File: src/rtl/edgegate_multi_pkg.sv
// Shared state encodings and gate decode for the multi-channel edge gate.
// Encoding 2'd3 is unnamed and decodes as IDLE everywhere.
`timescale 1ns/1ps
package edgegate_multi_pkg;

    typedef enum logic [1:0] {
        ST_IDLE  = 2'd0,
        ST_RUN   = 2'd1,
        ST_BURST = 2'd2
    } chan_state_t;

    // RUN is only entered or held while en is sampled high, so the state itself
    // carries the registered enable; this keeps the pulse at the edge that samples en low.
    function automatic logic gate_for(chan_state_t s, logic cnt_nz);
        case (s)
            ST_RUN:   return 1'b1;
            ST_BURST: return cnt_nz;
            default:  return 1'b0;
        endcase
    endfunction

    function automatic logic busy_for(chan_state_t s);
        return (s == ST_RUN) || (s == ST_BURST);
    endfunction

endpackage

File: src/rtl/edgegate_chan.sv
// One gated clock channel: rising-edge control FSM and burst counter, falling-edge
// gate register, and the output AND that only ever passes whole high phases.
`timescale 1ns/1ps
module edgegate_chan
    import edgegate_multi_pkg::*;
#(
    parameter int CNT_W = 8
) (
    input  logic             clk,
    input  logic             rst,
    input  logic             en,
    input  logic             go,
    input  logic             abort,
    input  logic [CNT_W-1:0] burst_len,
    output logic             clkout,
    output logic             busy,
    output logic             done
);

    chan_state_t      state_q;
    chan_state_t      state_d;
    logic [CNT_W-1:0] cnt_q;
    logic [CNT_W-1:0] cnt_d;
    logic             done_d;
    logic             gate_next;
    logic             gate_q;

    always_comb begin
        state_d   = state_q;
        cnt_d     = cnt_q;
        done_d    = 1'b0;
        gate_next = gate_for(state_q, cnt_q != '0);
        case (state_q)
            ST_RUN: begin
                if (!en) begin
                    state_d = ST_IDLE;
                end
            end
            ST_BURST: begin
                if (abort) begin
                    state_d = ST_IDLE;
                    cnt_d   = '0;
                    done_d  = 1'b1;
                end else if (gate_q) begin
                    cnt_d = cnt_q - CNT_W'(1);
                    if (cnt_q == CNT_W'(1)) begin
                        state_d = ST_IDLE;
                        done_d  = 1'b1;
                    end
                end
            end
            default: begin
                // go outranks en and abort here; a zero-length go only reports done
                state_d = ST_IDLE;
                if (go) begin
                    if (burst_len != '0) begin
                        cnt_d   = burst_len;
                        state_d = ST_BURST;
                    end else begin
                        done_d = 1'b1;
                    end
                end else if (en) begin
                    state_d = ST_RUN;
                end
            end
        endcase
    end

    always_ff @(posedge clk or posedge rst) begin
        if (rst) begin
            state_q <= ST_IDLE;
            cnt_q   <= '0;
            busy    <= 1'b0;
            done    <= 1'b0;
        end else begin
            state_q <= state_d;
            cnt_q   <= cnt_d;
            busy    <= busy_for(state_d);
            done    <= done_d;
        end
    end

    // Updating the gate while clk is low means the AND below never sees a partial high phase.
    always_ff @(negedge clk or posedge rst) begin
        if (rst) begin
            gate_q <= 1'b0;
        end else begin
            gate_q <= gate_next;
        end
    end

    assign clkout = clk & gate_q;

endmodule

File: src/rtl/edgegate_multi.sv
// Multi-channel glitch-free clock gate: independent run/halt/burst control per output,
// all channels sharing one burst length bus.
`timescale 1ns/1ps
module edgegate_multi
    import edgegate_multi_pkg::*;
#(
    parameter int CHANNELS = 4,
    parameter int CNT_W    = 8
) (
    input  logic                clk,
    input  logic                rst,
    input  logic [CHANNELS-1:0] en,
    input  logic [CHANNELS-1:0] go,
    input  logic [CHANNELS-1:0] abort,
    input  logic [CNT_W-1:0]    burst_len,
    output logic [CHANNELS-1:0] clkout,
    output logic [CHANNELS-1:0] busy,
    output logic [CHANNELS-1:0] done
);

    for (genvar g = 0; g < CHANNELS; g++) begin : g_chan
        edgegate_chan #(
            .CNT_W(CNT_W)
        ) u_chan (
            .clk      (clk),
            .rst      (rst),
            .en       (en[g]),
            .go       (go[g]),
            .abort    (abort[g]),
            .burst_len(burst_len),
            .clkout   (clkout[g]),
            .busy     (busy[g]),
            .done     (done[g])
        );
    end

endmodule
File: config.mk
export PLATFORM = sky130hd
export DESIGN_NAME = edgegate_multi
export DESIGN_NICKNAME = d
export VERILOG_FILES = /design/src/rtl/edgegate_multi_pkg.sv /design/src/rtl/edgegate_chan.sv /design/src/rtl/edgegate_multi.sv
export SDC_FILE = /design/constraint.sdc
export NUM_CORES = 1
export LEC_CHECK = 0
export ABC_AREA = 0
export ABC_CLOCK_PERIOD_IN_PS = 6300
export BUFFER_PORTS_ARGS = -buffer_cell sky130_fd_sc_hd__buf_4
export CORE_ASPECT_RATIO = 1.75
export CORE_UTILIZATION = 40
export CTS_CLUSTER_DIAMETER = 150
export DETAILED_ROUTE_END_ITERATION = 10
export GPL_ROUTABILITY_DRIVEN = 0
export HOLD_SLACK_MARGIN = 0.12
export PLACE_DENSITY = 0.56
export SETUP_SLACK_MARGIN = 0.3
export SYNTH_ARGS = -nofsm -noshare
export SYNTH_HDL_FRONTEND = slang
export SYNTH_SLANG_ARGS = --single-unit
File: constraint.sdc
create_clock -name clk -period 6.3 [get_ports clk]
set_clock_uncertainty 0.1 [all_clocks]
set_input_delay 1.575 -clock clk [delete_from_list [all_inputs] [get_ports clk]]
set_output_delay 1.575 -clock clk [all_outputs]
set_load 0.05 [all_outputs]
# After elaboration in Yosys (flattened, before gate mapping)
# Cells that the tools add are included.
# classes
bitwise	8
mux	71
n_addsub	4
n_eq_ne	24
reduce_logical	21
# op_table
op	n
8-bit 2-to-1 mux	13
8-bit case mux with 2 select lines	4
2-bit 2-to-1 mux	21
8-bit nonzero test	5
8-bit by 1-bit == test with 1-bit output (second input constant)	4
8-bit by 1-bit subtractor with 8-bit output (second input constant)	4
1-bit 2-to-1 mux	21
2-bit by 1-bit == test with 1-bit output (second input constant)	8
2-bit == test (second input constant)	8
1-bit case mux with 2 select lines	8
2-bit case mux with 2 select lines	4
4-bit AND reduction	4
2-bit nonzero test	8
3-bit by 2-bit inequality test with 1-bit output (second input constant)	4
1-bit bitwise AND	4
1-bit logical OR	4
1-bit inverter	4
# word_totals
out_inout_bits	12
elab_cells	148
in_bits	22
reg_bits	52

# Longest topological paths before layout
# logic_depth
ltp_word	7
mapped_depth	8
mapped_depth_nobuf	6

# Hierarchy
# A second synthesis with hierarchy kept.
# hier_totals
hier_cells	366
area_unflattened_um2	3657.3
# by_module_without_submodules
mod	area_per_inst_um2	n_inst	seq_area_each_um2	cells_each
edgegate_chan at g_chan[0].u_chan ...	907.1	3	325.3	90
edgegate_chan at g_chan[3].u_chan	935.9	1	325.3	96

==> run summary <==
critical path class: reg -> out
Critical Path RT: 4.62 ns
fill cell count: 819
Async S/R FF share, synth: 100%
run status: completed
clock latency on the worst-skew pair: 0.44 ns
multi-input logic area: 1920 um2
Pleak: 1.78 nW
Site Rows: 45
Core Region: 8610 um2
WL per Instance: 18.3 um
cell accounting for the most synthesized area: dfrtp_1
Yosys reg bits: 52
area grow syn2layout: 15.4%
gr usage total: 22.5%
RSZ-0062 raised after global routing: yes
slowest stage delay, CP: 0.43 ns
initial antenna violation count: 0
Initial Util: 41.1%
max-cap check violation count: 0
IO Pins: 34
FF-to-FF Start: g_chan[0].u_chan.gate_q
CP Capture Type: output pin
Worst Setup SP: g_chan[0].u_chan.gate_q
total power: 2.11 mW
DP Worst Slack: 0.712 ns
Worst-Margin Slew: 0.835 ns
register area share after synthesis: 36.8%
reg-to-reg setup timing slack: 1.26 ns
critical path capture point: clkout[0]
total area of sequential cells: 1300 um2
die area: 9240 um2
number of flops mapped to enable cells by yosys: 0
Top FF cell, synth: dfrtp_1
Worst R2R End: g_chan[0].u_chan.cnt_q[1]
dpl hpwl: 6850 um
Synth cell types: 60
layout cells sized above 1: 16.1%
Worst EP arrival: 4.31 ns
Die Ht: 126 um
Flop pwr share: 29.4%
Vias: 3217
Syn Nets: 430
Clock Power Share: 23.7%
met3 GRT Util: 5.32%
M1 GR Usage: 25.9%
Nets: 451
Min-Delay Path Class: reg -> reg
met2 GRT Util: 36.4%
Residual DRC: 0
Min-Delay Startpoint: g_chan[1].u_chan.state_q[1]
Port Buffers: 33
hold_ws: 0.414 ns
Combinational Power Share: 46.9%
Int Pwr: 1.17 mW
Mapped Cells: 388
die width: 73.1 um
most common library cell in the layout ignoring fill and taps: dfrtp_1
grt peak-use layer: met2
fin. max-slew vios: 0
largest cells by area after synthesis: dfrtp_1 (34%), ha_1 (7.1%), inv_1 (4.7%), o22ai_1 (4.2%), a21oi_1 (3.3%)
NetSw: 939 uW
Post-CTS Hold Fix Bufs: 0
Post-DRT Antenna Nets: 0
TritonCTS clock tree: yes
diodes inserted: 0
vias per cell: 6.10
post-synth top area share: 34.0%
Synth Warn #: 0
first-pass GRT wire length: 15800 um
Startpoint Class: flop
Slowest cell on crit path: dfrtn_1
setup violators final: 0
Avg Cell Area, Syn: 9.12 um2
grt total ovfl: 0
DRT Pass-1 Iters: 4
CP Max Fanout: 3
vias in the first global route: 3291
R2R depth: 4
Fin. Hold Viols: 0
switching share of power: 44.5%
worst path cell trace: and2_4, buf_8
Mapped Area: 3540 um2
setup slack after layout: 0.315 ns
Fin Setup TNS: 0 ns
Pwr per Cell Area: 517 nW/um2
Worst slew margin: 43.8%
clock-pin slew on the worst setup and hold paths: 0.07 ns
most frequent cells in the layout: dfrtp_1 (48), inv_1 (43), buf_4 (34), o22ai_1 (24), a21oi_1 (23)
largest net degree at the start of global routing: 23
Post-Route WL: 9670 um
Max IR drop VDD: 242 uV
Initial DRC Count: 245
placed cell area: 3790 um2
post-route cell area: 4080 um2
==> synth_stat cells (3+ instances only) <==
master	instances
a2bb2oi_1	3
ha_1	20
a211oi_1	6
a32o_1	4
or3_1	3
mux2_1	4
a21o_1	5
a32oi_1	6
nand2_1	11
o211ai_1	3
a41o_1	3
o221ai_1	4
buf_4	12
dfrtp_1	48
and2_1	4
o31ai_1	8
nor3_1	9
nor4_1	9
nor2_1	18
o32ai_1	3
mux2_2	4
a221oi_1	9
o22ai_1	24
o21ai_0	14
a41oi_1	3
nor3b_1	3
o21ai_1	3
nand3_1	14
a22o_1	6
a22oi_1	4
clkbuf_1	11
dfrtn_1	4
a21oi_1	23
nand2b_1	4
inv_1	44
==> logic make-up (layout without fill, tap and decap cells) <==
logic type | after synthesis | count (layout) | synth area share [%]
fa+ha+maj | 20 | 20 | 7.07
mux | 8 | 8 | 2.55
flops | 52 | 52 | 36.8
simple gates | 89 | 89 | 13.8
xor+xnor | 1 | 1 | 0.248
compound gates | 146 | 146 | 30.4
buf+inv | 72 | 94 | 9.20
==> critical path, delay by kind of cell (launching register included) <==
family	cells	cell delay [ns]
buffers and inverters	1	0.14
DFF	1	0.43
and+or+nand+nor	1	0.15
==> through the flow <==
step	instances	util (%)
after floorplan	388	-
after global placement	512	44.0
after detailed placement	512	44.0
after CTS	527	47.3
after global routing	527	47.4
final	527	47.4
==> state kept, by name (all words and copies together) (netlist names) <==
signal / cells
g_chan.u_chan.busy: 4
g_chan.u_chan.cnt_q: 32
g_chan.u_chan.done: 4
g_chan.u_chan.gate_q: 4
g_chan.u_chan.state_q: 8
==> area by class of cell <==
type | count | share of cell area (%)
sequential | 52 | 31.9
inverter | 44 | 4.05
multi-input combinational | 264 | 47.0
tap | 117 | 3.59
timing repair buffer | 34 | 6.25
clock buffer | 16 | 7.23
==> how the worst min path moves through the flow <==
stage | endpoint | depth (start not counted) | slack, ns
after detailed placement | g_chan[0].u_chan.cnt_q[7] | 1 | 0.39
final | g_chan[1].u_chan.state_q[1] | 1 | 0.41
after CTS | g_chan[0].u_chan.cnt_q[7] | 1 | 0.42
after floorplan | g_chan[0].u_chan.cnt_q[7] | 1 | 0.37
after global placement | g_chan[1].u_chan.state_q[1] | 1 | 0.39
after global routing | g_chan[1].u_chan.state_q[1] | 1 | 0.45
==> routing by layer <==
metal  up-vias  wire length (um)
li1       1518                 -
met1      1592              3830
met2        79              5000
met3        28               450
met4         0               388
met5         -                 0
==> repair_timing <==
item,in CTS,in global routing
resized for setup,6,2
setup endpoints to repair,8,4
pin swaps,0,0
setup buffers,3,0
==> power groups by stage <==
stage	Sequential, mW	Clock, mW	Combinational (mW)
floorplan	0.590	0.0544	0.784
global placement	0.627	0.0544	0.952
detailed placement	0.630	0.0544	0.961
CTS	0.619	0.507	0.984
global route	0.642	0.527	1.10
finish	0.620	0.500	0.989
(Power assumes the default switching activity.)
